--- src/rtl/cache_fill_arbiter.sv ---
// rtl/cache_fill_arbiter.sv - refill sequencer sharing one main memory between I-cache and D-cache misses
// D misses win arbitration; a granted block is read as consecutive words and steered to its owner.
module cache_fill_arbiter #(
  parameter int WORDS_PER_BLOCK = 8,
  parameter int ADDR_W          = 16
) (
  input  logic                               clk,
  input  logic                               rst_n,
  input  logic                               i_miss,
  input  logic [ADDR_W-1:0]                  i_miss_addr,
  input  logic                               d_miss,
  input  logic [ADDR_W-1:0]                  d_miss_addr,
  output logic                               mem_en,
  output logic [ADDR_W-1:0]                  mem_addr,
  input  logic [15:0]                        mem_data,
  input  logic                               mem_data_valid,
  output logic [15:0]                        fill_data,
  output logic [$clog2(WORDS_PER_BLOCK)-1:0] fill_word,
  output logic                               fill_i_we,
  output logic                               fill_d_we,
  output logic                               i_fill_done,
  output logic                               d_fill_done,
  output logic                               busy
);

  localparam int IDX_W = $clog2(WORDS_PER_BLOCK);
  localparam int CNT_W = IDX_W + 1;
  localparam logic [CNT_W-1:0]  CNT_FULL = CNT_W'(WORDS_PER_BLOCK);
  localparam logic [CNT_W-1:0]  CNT_LAST = CNT_W'(WORDS_PER_BLOCK - 1);
  localparam logic [ADDR_W-1:0] BLK_MASK = ~ADDR_W'(2 * WORDS_PER_BLOCK - 1);

  localparam logic [1:0] ST_IDLE = 2'd0;
  localparam logic [1:0] ST_FILL = 2'd1;
  localparam logic [1:0] ST_DONE = 2'd2;

  logic [1:0]        r_state;
  logic              r_owner_d;
  logic [ADDR_W-1:0] r_base;
  logic [CNT_W-1:0]  r_issue_cnt;
  logic [CNT_W-1:0]  r_recv_cnt;

  logic              w_in_fill;
  logic              w_issue;
  logic              w_recv;
  logic              w_recv_last;
  logic [ADDR_W-1:0] w_issue_off;

  assign w_in_fill   = (r_state == ST_FILL);
  assign w_issue     = w_in_fill && (r_issue_cnt < CNT_FULL);
  // Returns arriving outside FILL or beyond the block are dropped here.
  assign w_recv      = w_in_fill && mem_data_valid && (r_recv_cnt < CNT_FULL);
  assign w_recv_last = w_recv && (r_recv_cnt == CNT_LAST);
  assign w_issue_off = ADDR_W'(r_issue_cnt) << 1;

  always_ff @(posedge clk or negedge rst_n) begin
    if (!rst_n) begin
      r_state     <= ST_IDLE;
      r_owner_d   <= 1'b0;
      r_base      <= '0;
      r_issue_cnt <= '0;
      r_recv_cnt  <= '0;
    end else begin
      case (r_state)
        ST_IDLE: begin
          if (d_miss) begin
            r_state     <= ST_FILL;
            r_owner_d   <= 1'b1;
            r_base      <= d_miss_addr & BLK_MASK;
            r_issue_cnt <= '0;
            r_recv_cnt  <= '0;
          end else if (i_miss) begin
            r_state     <= ST_FILL;
            r_owner_d   <= 1'b0;
            r_base      <= i_miss_addr & BLK_MASK;
            r_issue_cnt <= '0;
            r_recv_cnt  <= '0;
          end
        end
        ST_FILL: begin
          if (w_issue) r_issue_cnt <= r_issue_cnt + 1'b1;
          if (w_recv)  r_recv_cnt  <= r_recv_cnt + 1'b1;
          if (w_recv_last) r_state <= ST_DONE;
        end
        ST_DONE: r_state <= ST_IDLE;
        default: r_state <= ST_IDLE;
      endcase
    end
  end

  assign mem_en      = w_issue;
  assign mem_addr    = w_issue ? (r_base + w_issue_off) : '0;
  assign fill_data   = mem_data;
  assign fill_word   = r_recv_cnt[IDX_W-1:0];
  assign fill_i_we   = w_recv && !r_owner_d;
  assign fill_d_we   = w_recv && r_owner_d;
  assign i_fill_done = (r_state == ST_DONE) && !r_owner_d;
  assign d_fill_done = (r_state == ST_DONE) && r_owner_d;
  assign busy        = (r_state != ST_IDLE);

endmodule

--- config.mk ---
export PLATFORM = sky130hd
export DESIGN_NAME = cache_fill_arbiter
export DESIGN_NICKNAME = d
export VERILOG_FILES = /design/src/rtl/cache_fill_arbiter.sv
export SDC_FILE = /design/constraint.sdc
export NUM_CORES = 1
export LEC_CHECK = 0
export ABC_CLOCK_PERIOD_IN_PS = 4650
export CAP_MARGIN = 15
export CORE_MARGIN = 4
export CORE_UTILIZATION = 41
export CTS_CLUSTER_SIZE = 40
export DETAILED_ROUTE_END_ITERATION = 6
export PLACE_DENSITY = 0.92
export SYNTH_ARGS = -nofsm -noshare
export SYNTH_HDL_FRONTEND = slang
export SYNTH_SLANG_ARGS = --single-unit
--- constraint.sdc ---
create_clock -name clk -period 4.65 [get_ports clk]
set_input_delay 0.6975 -clock clk [delete_from_list [all_inputs] [get_ports clk]]
set_output_delay 0.6975 -clock clk [all_outputs]
set_load 0.1 [all_outputs]
**After elaboration in Yosys (flattened, before gate mapping)**

Cells that the tools add are included.

- Word-level logic and storage cells: 49
- Register bits: 27
- Output and inout port bits: 41
- Input bits: 53

- Reduce and logical (&&, ||, !) cells: 17
- Add/subtract/negate cells: 3
- Muxes and demuxes: 15
- Order comparisons: 2
- Eq/ne operators: 7

Operators by type and width:

| operator | number |
|---|---|
| two-way mux 16 bit | 3 |
| adder 16 x 5 -> 16 bit | 1 |
| two-way mux 4 bit | 4 |
| case mux 4 bit (2 select lines) | 2 |
| adder 4 x 1 -> 4 bit (second input constant) | 2 |
| logical AND 1 bit | 8 |
| < comparator 4 bit (second input constant) | 2 |
| two-way mux 2 bit | 3 |
| inequality test 2 x 1 -> 1 bit (second input constant) | 3 |
| AND reduction 3 bit | 2 |
| nonzero test 2 bit | 3 |
| equality test 4 x 3 -> 1 bit (second input constant) | 1 |
| case mux 2 bit (2 select lines) | 1 |
| AND reduction 2 bit | 2 |
| inequality test 3 bit (second input constant) | 1 |
| equality test 2 x 1 -> 1 bit (second input constant) | 1 |
| equality test 2 bit (second input constant) | 1 |
| zero test 2 bit | 1 |
| two-way mux 1 bit | 2 |
| zero test 1 bit | 1 |

**Logic depth before layout (Yosys ltp)**

Gate-level depths: netlist of the first run.

- Depth after elaboration: 6
- Depth in mapped cells: 5
- Gate-level depth less buffers: 4

**Worst setup path after synthesis of the first run**

Ideal clock, no wire load.

- Path type: flip-flop to output port
- Start point: register r_state[1]
- End point: output port mem_addr[14]
- Setup slack: 1089 ps
- Data required time: 3953 ps
- Data arrival time: 2863 ps
- Stages on the path, launching flop included: 6
- Buffers on the path: 1
- Cell sequence: dfrtp_1 or3b_1 inv_1 buf_4 nand2b_1 mux2i_1

- Cells in the longest elaborated chain, start to end: 3

Ends and longest elaborated chain:

| item | RTL line | RTL |
|---|---|---|
| from (decl) | 36 | `logic [1:0] r_state;` |
| from (signal assigned) | 57 | `r_state <= ST_IDLE;` |
| from (signal assigned) | 66 | `r_state <= ST_FILL;` |
| from (signal assigned) | 72 | `r_state <= ST_FILL;` |
| equality test 2 x 1 -> 1 bit | 48 | `assign w_in_fill = (r_state == ST_FILL);` |
| logical AND 1 bit | 49 | `assign w_issue = w_in_fill && (r_issue_cnt < CNT_FULL);` |
| via mem_en | 13 | `output logic mem_en,` |
| two-way mux 16 bit | 91 | `assign mem_addr = w_issue ? (r_base + w_issue_off) : '0;` |
| to (decl) | 14 | `output logic [ADDR_W-1:0] mem_addr,` |

The timed path passes the listed nets, and every way through them passes these cells.

**Worst setup path in the final report of the first run**

- Start point: register r_state[1]
- End point: output port mem_addr[3]

- Cells in the longest elaborated chain, start to end: 3

Ends and longest elaborated chain:

| item | RTL line |
|---|---|
| equality test 2 x 1 -> 1 bit | 48 |
| logical AND 1 bit | 49 |
| two-way mux 16 bit | 91 |

Every way passes these cells.

==> impl_results.html, run 1 <==
<table>
<tr><th>Metric</th><th>Value</th></tr>
<tr><th colspan="2">Yosys</th></tr>
<tr><td>Number of enable flip-flop cells after synthesis</td><td>0</td></tr>
<tr><td>Post-Syn Area per Cell</td><td>8.84 µm²</td></tr>
<tr><td>Sequential-to-total area share from yosys stat</td><td>0.366</td></tr>
<tr><td>Most used flip-flop cell after synthesis</td><td>sky130_fd_sc_hd__dfrtp_1</td></tr>
<tr><td>Cell type with the largest total area after synthesis</td><td>sky130_fd_sc_hd__dfrtp_1</td></tr>
<tr><td>Post-Syn Instances</td><td>178</td></tr>
<tr><td>Post-synthesis sequential element count</td><td>23</td></tr>
<tr><td>Total nets after synthesis</td><td>around 240</td></tr>
<tr><td>Asr flop ratio synth</td><td>1.00</td></tr>
<tr><td>Fraction of post-synthesis cell area in the top cell type by area</td><td>0.366</td></tr>
<tr><td>Netlist cell types</td><td>35</td></tr>
<tr><td>Netlist Area Pre-Place</td><td>1570 µm²</td></tr>
<tr><td>Dominant cells by area after synthesis</td><td>sky130_fd_sc_hd__dfrtp_1, sky130_fd_sc_hd__o21ai_0, sky130_fd_sc_hd__buf_4, sky130_fd_sc_hd__mux2i_1, sky130_fd_sc_hd__ha_1</td></tr>
<tr><td>Number of synthesis warnings</td><td>0</td></tr>
<tr><th colspan="2">Die</th></tr>
<tr><td>Area enclosed by the die boundary</td><td>4890 µm²</td></tr>
<tr><td>Starting density of the core</td><td>0.427</td></tr>
<tr><td>Placement row count</td><td>22</td></tr>
<tr><td>Die Span Y</td><td>70.0 µm</td></tr>
<tr><td>Boundary pin count</td><td>94</td></tr>
<tr><td>Chip Width</td><td>70.0 µm</td></tr>
<tr><td>Core Footprint</td><td>between 3000 and 4000 µm²</td></tr>
<tr><th colspan="2">STA</th></tr>
<tr><td>Setup total negative slack</td><td>0 ps</td></tr>
<tr><td>RSZ-0062 raised after global routing</td><td>no</td></tr>
<tr><td>Count of endpoints failing setup in the final report</td><td>0</td></tr>
<tr><td>Final critical-path required period</td><td>3690 ps</td></tr>
<tr><td>Final count of hold timing violations</td><td>0</td></tr>
<tr><td>Relative slew margins</td><td>0.281</td></tr>
<tr><td>Layout Skew</td><td>5.07 ps</td></tr>
<tr><td>Maximum clock frequency</td><td>0.271 GHz</td></tr>
<tr><td>Number of slew-limit violations in the final report</td><td>0</td></tr>
<tr><td>Post-route clock period utilization</td><td>0.794</td></tr>
<tr><td>Least-Margin Pin Slew</td><td>between 1000 and 1500 ps</td></tr>
<tr><th colspan="2">Drt</th></tr>
<tr><td>Routed wire length</td><td>3850 µm</td></tr>
<tr><td>Number of optimization iterations in the first detailed-route pass</td><td>4</td></tr>
<tr><td>DRC violation count after routing</td><td>0</td></tr>
<tr><td>Post-route ant nets</td><td>0</td></tr>
<tr><td>WL per Instance</td><td>15.0 µm</td></tr>
<tr><td>Vias per std cell</td><td>5.49</td></tr>
<tr><td>Initial detailed-routing violation count</td><td>94</td></tr>
<tr><td>Vias post-DR</td><td>1406</td></tr>
<tr><th colspan="2">Worst setup path</th></tr>
<tr><td>Arrival @ worst endpoint</td><td>around 3000 ps</td></tr>
<tr><td>Sort of element at the end of the critical path</td><td>output pin</td></tr>
<tr><td>Beginning of the worst register-to-register path</td><td>r_state[1]$_DFFE_PN0P_</td></tr>
<tr><td>Critical path origin</td><td>r_state[1]$_DFFE_PN0P_</td></tr>
<tr><td>Required time at the endpoint of the critical path</td><td>3950 ps</td></tr>
<tr><td>Type of the worst setup path</td><td>flop to output pin</td></tr>
<tr><td>Launching element type of the critical path</td><td>flop</td></tr>
<tr><td>Worst-path maximum fanout</td><td>13</td></tr>
<tr><th colspan="2">Hold path</th></tr>
<tr><td>Worst Min Path Start</td><td>r_recv_cnt[3]$_DFFE_PN0P_</td></tr>
<tr><td>Path type of the worst min-delay path</td><td>flop to flop</td></tr>
<tr><th colspan="2">Global route</th></tr>
<tr><td>Pin count of the biggest net entering global routing</td><td>24</td></tr>
<tr><td>Overflow after GRT</td><td>0</td></tr>
<tr><td>Vias in the first global route</td><td>1313</td></tr>
<tr><td>Gr usage total</td><td>0.159</td></tr>
<tr><td>Wire length of the first global-routing pass</td><td>6390 µm</td></tr>
<tr><td>Antenna violations before repair</td><td>0</td></tr>
<tr><th colspan="2">Clock tree</th></tr>
<tr><td>TritonCTS clock tree</td><td>yes</td></tr>
<tr><td>Number of cells upsized or downsized after cts</td><td>0</td></tr>
<tr><td>H-tree levels</td><td>1</td></tr>
<tr><td>Root buffer selected by CTS</td><td>sky130_fd_sc_hd__clkbuf_8</td></tr>
<tr><td>Count of clock tree sinks</td><td>23</td></tr>
<tr><td>Worst-case clock buffer depth</td><td>2</td></tr>
<tr><td>Number of buffers inserted to repair setup after CTS</td><td>0</td></tr>
<tr><td>Clock slew seen by the registers of the worst setup and hold paths</td><td>around 80 ps</td></tr>
<tr><td>Worst-skew pair later-pin latency</td><td>270 ps</td></tr>
<tr><td>Total of hold buffers inserted after clock tree synthesis</td><td>0</td></tr>
<tr><td>Number of buffers inserted during clock tree synthesis</td><td>3</td></tr>
<tr><th colspan="2">Run</th></tr>
<tr><td>Max Cap Violations</td><td>0</td></tr>
<tr><th colspan="2">Finish</th></tr>
<tr><td>Commonest non-fill, non-tap cells in the layout</td><td>sky130_fd_sc_hd__clkdlybuf4s50_1, sky130_fd_sc_hd__o21ai_0, sky130_fd_sc_hd__dfrtp_1, sky130_fd_sc_hd__mux2i_1, sky130_fd_sc_hd__nand2_1</td></tr>
<tr><td>Most common cell after layout, fill and taps aside</td><td>sky130_fd_sc_hd__clkdlybuf4s50_1</td></tr>
<tr><td>Number of filler cells placed in the layout</td><td>approximately 330</td></tr>
<tr><td>Number of diodes</td><td>0</td></tr>
<tr><td>Core occupancy in the finished layout</td><td>0.547</td></tr>
<tr><td>Net total in the final layout</td><td>266</td></tr>
<tr><td>Fraction of final layout cells sized beyond drive strength 1</td><td>0.0385</td></tr>
<tr><td>Area growth syn-to-layout</td><td>28.2%</td></tr>
<tr><th colspan="2">Run status</th></tr>
<tr><td>Run status</td><td>finished, final reports clean</td></tr>
<tr><th colspan="2">Placed design</th></tr>
<tr><td>HPWL after DPL</td><td>about 3000 µm</td></tr>
<tr><td>Count of input and output buffers</td><td>between 50 and 60</td></tr>
<tr><td>Final weighted congestion of routability-driven global placement</td><td>0.848</td></tr>
</table>
[registers in the layout, summed over array words and instances, names as in the netlist]
register / flops
r_base: 12
r_recv_cnt: 4
r_state: 2
r_owner_d: 1
r_issue_cnt: 4
[routing by layer]
metal / track usage / share of wire / up-vias / wire [µm]
li1: - / - / 677 / -
met3: 0.0317 / 0.070 / 7 / 271
met5: 0 / 0 / - / 0
met2: 0.278 / 0.51 / 54 / 1950
met4: 0.0766 / 0.019 / 0 / 72
met1: 0.185 / 0.40 / 668 / 1560
[final cells by class]
type                       instances  area [µm²]  share of cell area
clock buffer                       4        45.0              0.0223
inverter                           5        18.8             0.00930
multi-input combinational        123         798               0.396
sequential                        23         576               0.285
tap                               48        60.1              0.0298
timing repair buffer              53         520               0.258
[cells in the mapped netlist (2+ instances only)]
cell type and n:
sky130_fd_sc_hd__xor2_1 2, sky130_fd_sc_hd__ha_1 4, sky130_fd_sc_hd__o21ai_0 36, sky130_fd_sc_hd__a21oi_1 5, sky130_fd_sc_hd__dfrtp_1 23, sky130_fd_sc_hd__nand2_1 10, sky130_fd_sc_hd__o31ai_1 3, sky130_fd_sc_hd__nand3_1 4
sky130_fd_sc_hd__buf_4 21, sky130_fd_sc_hd__xnor2_1 2, sky130_fd_sc_hd__nor2_1 6, sky130_fd_sc_hd__nand2b_1 4, sky130_fd_sc_hd__inv_1 4, sky130_fd_sc_hd__nand4_1 3, sky130_fd_sc_hd__or4_1 3, sky130_fd_sc_hd__o211ai_1 4
sky130_fd_sc_hd__clkbuf_1 5, sky130_fd_sc_hd__nor4_1 2, sky130_fd_sc_hd__mux2i_1 14, sky130_fd_sc_hd__or3_1 3, sky130_fd_sc_hd__and2_1 6
[through the flow]
stage               hold WS [ps]  std cells  instance area [µm²]  setup WS [ps]
floorplan                    402        178                 1570           1090
global route                 587        256                 2020            791
global placement             490        252                 1970           1310
detailed placement           514        252                 1970           1250
finish                       551        256                 2020            958
CTS                          533        256                 2020            959
[path summary, 6_finish.rpt]
path                                              end  slack, ps  cells after the start
setup / recovery                          mem_addr[3]        960                      4
max in group asynchronous       r_base[6]$_DFFE_PN0P_       3070                      1
min in group asynchronous   r_recv_cnt[0]$_DFFE_PN0P_        970                      1
hold reg to reg             r_recv_cnt[3]$_DFFE_PN0P_        550                      2
setup reg to reg           r_issue_cnt[3]$_DFFE_PN0P_       2850                      4
hold / removal              r_recv_cnt[3]$_DFFE_PN0P_        550                      2
[critical path: stages, from the launching register on]
cell and delay, ps:
sky130_fd_sc_hd__dfrtp_1 450, sky130_fd_sc_hd__or3b_1 590, sky130_fd_sc_hd__inv_1 330, sky130_fd_sc_hd__and2_1 220, sky130_fd_sc_hd__clkdlybuf4s50_1 1140
[kinds of logic after synthesis]
group / Yosys count / synth area share
simple gates: 49 / 0.181
compound gates: 51 / 0.180
xor+xnor: 4 / 0.0223
buf+inv: 32 / 0.127
fa+ha+maj: 4 / 0.0318
mux: 14 / 0.0890
other cells: 1 / 0.00238
flops: 23 / 0.366
Power of run 1 is not shown: default switching activity piles up to over one toggle a cycle in this logic, so the estimate is an artifact.
==> inputs of run 2 (changes only) <==
ABC_CLOCK_PERIOD_IN_PS = 3500   (was 4650)
CORE_UTILIZATION = 38   (was 41)
PLACE_DENSITY = 0.86   (was 0.92)
clock period = 3.5 ns   (was 4.65 ns; I/O delays follow)
==> run 2 against run 1 <==
Worst setup slack got worse by 230 ps. Sequential share of layout area grew 0.39 points. Critical endpoint is now mem_addr[15]. Clock skew shrank 0.93 ps. Hold slack worse by 20 ps. Routed wire length about the same. First-iteration DRC count is 3.2% higher. Die area increased by 7.0%. Global-route usage shrank 0.58 points. Final cell count rose by 1.6%. Final area fell by 1.4%.
==> impl_results.html, run 2 (synthesized netlist as in run 1, its figures left out) <==
<table>
<tr><th>Metric</th><th>Value</th></tr>
<tr><th colspan="2">STA</th></tr>
<tr><td>Layout Skew</td><td>~4.1 ps</td></tr>
<tr><td>Least-Margin Pin Slew</td><td>1040 ps</td></tr>
<tr><td>Setup total negative slack</td><td>0 ps</td></tr>
<tr><td>Relative slew margins</td><td>0.305</td></tr>
<tr><td>Number of slew-limit violations in the final report</td><td>0</td></tr>
<tr><td>Count of endpoints failing setup in the final report</td><td>0</td></tr>
<tr><td>RSZ-0062 raised after global routing</td><td>no</td></tr>
<tr><td>Post-route clock period utilization</td><td>0.793</td></tr>
<tr><td>Maximum clock frequency</td><td>roughly 0.36 GHz</td></tr>
<tr><td>Tightest hold margin</td><td>531 ps</td></tr>
<tr><td>Final count of hold timing violations</td><td>0</td></tr>
<tr><td>Final critical-path required period</td><td>2770 ps</td></tr>
<tr><th colspan="2">Drt</th></tr>
<tr><td>Post-route ant nets</td><td>0</td></tr>
<tr><td>Vias per std cell</td><td>5.31</td></tr>
<tr><td>Vias post-DR</td><td>about 1.4k</td></tr>
<tr><td>Number of optimization iterations in the first detailed-route pass</td><td>4</td></tr>
<tr><td>Initial detailed-routing violation count</td><td>97</td></tr>
<tr><td>Routed wire length</td><td>3850 µm</td></tr>
<tr><td>DRC violation count after routing</td><td>0</td></tr>
<tr><td>WL per Instance</td><td>14.8 µm</td></tr>
<tr><th colspan="2">Finish</th></tr>
<tr><td>Commonest non-fill, non-tap cells in the layout</td><td>sky130_fd_sc_hd__o21ai_0, sky130_fd_sc_hd__clkdlybuf4s50_1, sky130_fd_sc_hd__buf_4, sky130_fd_sc_hd__dfrtp_1, sky130_fd_sc_hd__mux2i_1</td></tr>
<tr><td>Number of diodes</td><td>0</td></tr>
<tr><td>Most common cell after layout, fill and taps aside</td><td>sky130_fd_sc_hd__o21ai_0</td></tr>
<tr><td>Core occupancy in the finished layout</td><td>0.498</td></tr>
<tr><td>Largest register FFs</td><td>12</td></tr>
<tr><td>Registers with the most flip-flops</td><td>r_base (12), r_issue_cnt (4), r_recv_cnt (4)</td></tr>
<tr><td>Register with the most flip-flops</td><td>r_base</td></tr>
<tr><td>Area growth syn-to-layout</td><td>26.5%</td></tr>
<tr><td>Fraction of final layout cells sized beyond drive strength 1</td><td>0.133</td></tr>
<tr><td>Net total in the final layout</td><td>268</td></tr>
<tr><th colspan="2">Die</th></tr>
<tr><td>Chip Width</td><td>between 70 and 80 µm</td></tr>
<tr><td>Core Footprint</td><td>4000 µm²</td></tr>
<tr><td>Placement row count</td><td>23</td></tr>
<tr><td>Boundary pin count</td><td>94</td></tr>
<tr><td>Area enclosed by the die boundary</td><td>~5200 µm²</td></tr>
<tr><td>Starting density of the core</td><td>0.393</td></tr>
<tr><td>Die Span Y</td><td>72.4 µm</td></tr>
<tr><th colspan="2">Worst setup path</th></tr>
<tr><td>Type of the worst setup path</td><td>flop to output pin</td></tr>
<tr><td>Beginning of the worst register-to-register path</td><td>r_state[1]$_DFFE_PN0P_</td></tr>
<tr><td>Worst-path maximum fanout</td><td>13</td></tr>
<tr><td>Logic depth of the worst register-to-register path</td><td>4</td></tr>
<tr><td>Required time at the endpoint of the critical path</td><td>2970 ps</td></tr>
<tr><td>Reg2Reg Capture Point</td><td>r_issue_cnt[3]$_DFFE_PN0P_</td></tr>
<tr><td>Worst-case register-to-register setup slack</td><td>1700 ps</td></tr>
<tr><td>Sort of element at the end of the critical path</td><td>output pin</td></tr>
<tr><td>Launching element type of the critical path</td><td>flop</td></tr>
<tr><td>Arrival @ worst endpoint</td><td>2250 ps</td></tr>
<tr><th colspan="2">Hold path</th></tr>
<tr><td>Hold path endpoint</td><td>r_recv_cnt[3]$_DFFE_PN0P_</td></tr>
<tr><td>Path type of the worst min-delay path</td><td>flop to flop</td></tr>
<tr><td>Worst hold stages</td><td>2</td></tr>
<tr><td>Worst Min Path Start</td><td>r_recv_cnt[3]$_DFFE_PN0P_</td></tr>
<tr><th colspan="2">Clock tree</th></tr>
<tr><td>Clock slew seen by the registers of the worst setup and hold paths</td><td>80 ps</td></tr>
<tr><td>Number of buffers inserted to repair setup after CTS</td><td>0</td></tr>
<tr><td>TritonCTS clock tree</td><td>yes</td></tr>
<tr><td>Worst-skew pair later-pin latency</td><td>approximately 260 ps</td></tr>
<tr><td>Count of clock tree sinks</td><td>23</td></tr>
<tr><td>Root buffer selected by CTS</td><td>sky130_fd_sc_hd__clkbuf_8</td></tr>
<tr><td>Number of cells upsized or downsized after cts</td><td>0</td></tr>
<tr><td>H-tree levels</td><td>1</td></tr>
<tr><td>Total of hold buffers inserted after clock tree synthesis</td><td>0</td></tr>
<tr><td>Number of buffers inserted during clock tree synthesis</td><td>3</td></tr>
<tr><td>Worst-case clock buffer depth</td><td>2</td></tr>
<tr><th colspan="2">Placed design</th></tr>
<tr><td>Count of input and output buffers</td><td>52</td></tr>
<tr><td>Final weighted congestion of routability-driven global placement</td><td>0.832</td></tr>
<tr><td>HPWL after DPL</td><td>2990 µm</td></tr>
<tr><th colspan="2">Global route</th></tr>
<tr><td>Overflow after GRT</td><td>0</td></tr>
<tr><td>Antenna violations before repair</td><td>0</td></tr>
<tr><td>Gr usage total</td><td>0.154</td></tr>
<tr><td>Pin count of the biggest net entering global routing</td><td>24</td></tr>
<tr><td>Vias in the first global route</td><td>1366</td></tr>
<tr><td>Wire length of the first global-routing pass</td><td>approximately 6400 µm</td></tr>
<tr><th colspan="2">Run status</th></tr>
<tr><td>Run status</td><td>finished, final reports clean</td></tr>
<tr><th colspan="2">Run</th></tr>
<tr><td>Max Cap Violations</td><td>0</td></tr>
</table>
-- run 2: cell count changes in the layout (fill, tap and decap cells not counted), sizes merged --
| cell | change |
|---|---|
| buf | +20 |
| clkdlybuf4s50 | -18 |
-- run 2: final cells by class --
cell class              instances  area, µm²
flip-flops and latches         23        576
multi-input cells             123        798
well taps                      50       62.6
repair buffers                 55        490
inverters                       5       18.8
fillers                       362       2010
clock buffers                   4       45.0
-- run 2: how the worst max path moves through the flow --
| stage | to | slack [ps] | from |
|---|---|---|---|
| after floorplan | mem_addr[14] | 110 | r_state[1]$_DFFE_PN0P_ |
| after global placement | mem_addr[15] | 1070 | r_state[1]$_DFFE_PN0P_ |
| after detailed placement | mem_addr[15] | 1060 | r_state[0]$_DFFE_PN0P_ |
| after CTS | mem_addr[15] | 760 | r_state[1]$_DFFE_PN0P_ |
| after global routing | mem_addr[15] | 560 | r_state[0]$_DFFE_PN0P_ |
| final | mem_addr[15] | 730 | r_state[1]$_DFFE_PN0P_ |
-- run 2: per-stage QoR --
step	worst slack, ps	std cells	instance area [µm²]
2_1_floorplan	112	178	1570
3_3_place_gp	1070	256	1950
3_5_place_dp	1060	256	1950
4_1_cts	760	260	1990
5_1_grt	558	260	1990
6_report	726	260	1990
-- run 2: worst max-delay path, cell delays in order (launching register included) --
cell and delay, ps:
sky130_fd_sc_hd__dfrtp_1 460, sky130_fd_sc_hd__or3b_1 580, sky130_fd_sc_hd__inv_1 310, sky130_fd_sc_hd__nand2_1 100, sky130_fd_sc_hd__mux2i_1 200, sky130_fd_sc_hd__buf_4 330
-- run 2: layer usage --
| layer | part of all wire | GRT usage | up-vias |
|---|---|---|---|
| met1 | 0.42 | 0.187 | 657 |
| met4 | 0.0070 | 0.0605 | 0 |
| met3 | 0.055 | 0.0166 | 2 |
| met5 | 0 | 0 | - |
| li1 | - | - | 682 |
| met2 | 0.52 | 0.275 | 39 |
Power of run 2 is left out for the same reason.
==> inputs of run 3 (changes only) <==
ABC_CLOCK_PERIOD_IN_PS = 2790   (was 3500)
clock period = 2.79 ns   (was 3.5 ns; I/O delays follow)
==> run 3 against run 2 <==
Global-route usage up 0.19 points. Non-clock buffer count up 3. Hold slack worse by 42 ps. Routed wire length up 2.9%. Worst setup slack worse by 500 ps. Die area unchanged. Register-to-register slack worse by 560 ps. Sequential cell count unchanged.
==> impl_results.html, run 3 (synthesized netlist as in run 1, its figures left out) <==
<table>
<tr><th>Metric</th><th>Value</th></tr>
<tr><th colspan="2">Run status</th></tr>
<tr><td>Run status</td><td>finished, final reports clean</td></tr>
<tr><th colspan="2">Global route</th></tr>
<tr><td>Overflow after GRT</td><td>0</td></tr>
<tr><td>Antenna violations before repair</td><td>0</td></tr>
<tr><td>Vias in the first global route</td><td>1409</td></tr>
<tr><td>Gr usage total</td><td>0.155</td></tr>
<tr><td>Pin count of the biggest net entering global routing</td><td>24</td></tr>
<tr><td>Wire length of the first global-routing pass</td><td>6480 µm</td></tr>
<tr><th colspan="2">Worst setup path</th></tr>
<tr><td>Worst path cell trace</td><td>ha_1 -&gt; nand4_1 -&gt; nor4_1 -&gt; mux2i_2 -&gt; buf_12</td></tr>
<tr><td>Buf/Inv on CP</td><td>1</td></tr>
<tr><td>Cell family with most CP delay</td><td>simple AND/OR/NAND/NOR gates</td></tr>
<tr><td>Slowest CP cell</td><td>sky130_fd_sc_hd__nor4_1</td></tr>
<tr><td>Required time at the endpoint of the critical path</td><td>2370 ps</td></tr>
<tr><td>Type of the worst setup path</td><td>flop to output pin</td></tr>
<tr><td>Logic depth of the worst register-to-register path</td><td>4</td></tr>
<tr><td>Max stage delay on crit path</td><td>~500 ps</td></tr>
<tr><td>Number of cells on the critical path</td><td>5</td></tr>
<tr><td>Sort of element at the end of the critical path</td><td>output pin</td></tr>
<tr><td>Arrival @ worst endpoint</td><td>~2100 ps</td></tr>
<tr><td>Worst-path maximum fanout</td><td>6</td></tr>
<tr><td>Launching element type of the critical path</td><td>flop</td></tr>
<tr><th colspan="2">Finish</th></tr>
<tr><td>Fraction of final layout cells sized beyond drive strength 1</td><td>0.188</td></tr>
<tr><td>Net total in the final layout</td><td>271</td></tr>
<tr><td>Number of filler cells placed in the layout</td><td>344</td></tr>
<tr><td>Area growth syn-to-layout</td><td>40.1%</td></tr>
<tr><td>Area of all placed cells without fillers</td><td>2200 µm²</td></tr>
<tr><td>Most common cell after layout, fill and taps aside</td><td>sky130_fd_sc_hd__o21ai_0</td></tr>
<tr><td>Register with the most flip-flops</td><td>r_base</td></tr>
<tr><td>Combined area of the multi-input logic cells</td><td>822 µm²</td></tr>
<tr><td>Number of diodes</td><td>0</td></tr>
<tr><td>Storage element area</td><td>roughly 580 µm²</td></tr>
<tr><td>Largest register FFs</td><td>12</td></tr>
<tr><td>Commonest non-fill, non-tap cells in the layout</td><td>sky130_fd_sc_hd__o21ai_0, sky130_fd_sc_hd__clkdlybuf4s50_1, sky130_fd_sc_hd__dfrtp_1, sky130_fd_sc_hd__buf_4, sky130_fd_sc_hd__buf_12</td></tr>
<tr><td>Registers with the most flip-flops</td><td>r_base (12), r_issue_cnt (4), r_recv_cnt (4)</td></tr>
<tr><th colspan="2">Die</th></tr>
<tr><td>Chip Width</td><td>between 70 and 80 µm</td></tr>
<tr><td>Area enclosed by the die boundary</td><td>5240 µm²</td></tr>
<tr><td>Placement row count</td><td>23</td></tr>
<tr><td>Starting density of the core</td><td>0.393</td></tr>
<tr><td>Core Footprint</td><td>about 4000 µm²</td></tr>
<tr><td>Die Span Y</td><td>72.4 µm</td></tr>
<tr><td>Boundary pin count</td><td>94</td></tr>
<tr><th colspan="2">Placed design</th></tr>
<tr><td>Final weighted congestion of routability-driven global placement</td><td>a little under 0.9</td></tr>
<tr><td>Area after detailed placement</td><td>about 2200 µm²</td></tr>
<tr><td>Pre-CTS setup slack</td><td>525 ps</td></tr>
<tr><td>Count of input and output buffers</td><td>52</td></tr>
<tr><td>HPWL after DPL</td><td>3110 µm</td></tr>
<tr><th colspan="2">Clock tree</th></tr>
<tr><td>H-tree levels</td><td>1</td></tr>
<tr><td>Worst-skew pair later-pin latency</td><td>270 ps</td></tr>
<tr><td>TritonCTS clock tree</td><td>yes</td></tr>
<tr><td>Count of clock tree sinks</td><td>23</td></tr>
<tr><td>Number of buffers inserted during clock tree synthesis</td><td>3</td></tr>
<tr><td>Worst-case clock buffer depth</td><td>2</td></tr>
<tr><td>Total of hold buffers inserted after clock tree synthesis</td><td>0</td></tr>
<tr><td>Number of cells upsized or downsized after cts</td><td>0</td></tr>
<tr><td>Number of buffers inserted to repair setup after CTS</td><td>0</td></tr>
<tr><td>Root buffer selected by CTS</td><td>sky130_fd_sc_hd__clkbuf_8</td></tr>
<tr><td>Clock slew seen by the registers of the worst setup and hold paths</td><td>80 ps</td></tr>
<tr><th colspan="2">STA</th></tr>
<tr><td>Least-Margin Pin Slew</td><td>1020 ps</td></tr>
<tr><td>Setup total negative slack</td><td>0 ps</td></tr>
<tr><td>Maximum clock frequency</td><td>between 0.3 and 0.4 GHz</td></tr>
<tr><td>Post-route clock period utilization</td><td>0.917</td></tr>
<tr><td>Count of endpoints failing setup in the final report</td><td>0</td></tr>
<tr><td>Number of slew-limit violations in the final report</td><td>0</td></tr>
<tr><td>Final count of hold timing violations</td><td>0</td></tr>
<tr><td>Relative slew margins</td><td>0.316</td></tr>
<tr><td>Layout Skew</td><td>5.31 ps</td></tr>
<tr><td>RSZ-0062 raised after global routing</td><td>no</td></tr>
<tr><td>Tightest hold margin</td><td>490 ps</td></tr>
<tr><td>Final critical-path required period</td><td>between 2000 and 3000 ps</td></tr>
<tr><td>Final Worst Setup Slack</td><td>230 ps</td></tr>
<tr><th colspan="2">Hold path</th></tr>
<tr><td>Path type of the worst min-delay path</td><td>input pin to asynchronous set/reset pin</td></tr>
<tr><th colspan="2">Drt</th></tr>
<tr><td>Vias post-DR</td><td>1432</td></tr>
<tr><td>Routed wire length</td><td>3960 µm</td></tr>
<tr><td>Number of optimization iterations in the first detailed-route pass</td><td>4</td></tr>
<tr><td>WL per Instance</td><td>15.1 µm</td></tr>
<tr><td>Vias per std cell</td><td>~5.4</td></tr>
<tr><td>DRC violation count after routing</td><td>0</td></tr>
<tr><td>Initial detailed-routing violation count</td><td>111</td></tr>
<tr><td>Post-route ant nets</td><td>0</td></tr>
<tr><th colspan="2">Run</th></tr>
<tr><td>Max Cap Violations</td><td>0</td></tr>
</table>
run 3: cell type report:
| class | count | area share |
|---|---|---|
| multi-input cells | 123 | 0.373 |
| repair buffers | 58 | 0.309 |
| flip-flops and latches | 23 | 0.261 |
| well taps | 50 | 0.0284 |
| clock buffers | 4 | 0.0204 |
| inverters | 5 | 0.00851 |
run 3: layer usage:
metal / global-route usage / share of wire / up-vias
li1: - / - / 687
met4: 0.0731 / 0.023 / 0
met5: 0 / 0 / -
met2: 0.267 / 0.52 / 57
met3: 0.0305 / 0.065 / 11
met1: 0.186 / 0.39 / 677
run 3: stage by stage:
step,util,cells
floorplan,-,178
global placement,0.540,259
detailed placement,0.540,259
CTS,0.551,263
global route,0.551,263
finish,0.551,263
run 3: worst paths after layout:
kind	start	endpoint	slack [ps]
min in group clk	r_base[15]$_DFFE_PN0P_	r_base[15]$_DFFE_PN0P_	540
max in group asynchronous	rst_n	r_base[13]$_DFFE_PN0P_	2070
max reg2reg	r_state[0]$_DFFE_PN0P_	r_issue_cnt[3]$_DFFE_PN0P_	1140
max	r_issue_cnt[3]$_DFFE_PN0P_	mem_addr[14]	230
min	rst_n	r_recv_cnt[1]$_DFFE_PN0P_	490
min reg2reg	r_base[15]$_DFFE_PN0P_	r_base[15]$_DFFE_PN0P_	540
Power of run 3 is left out for the same reason.
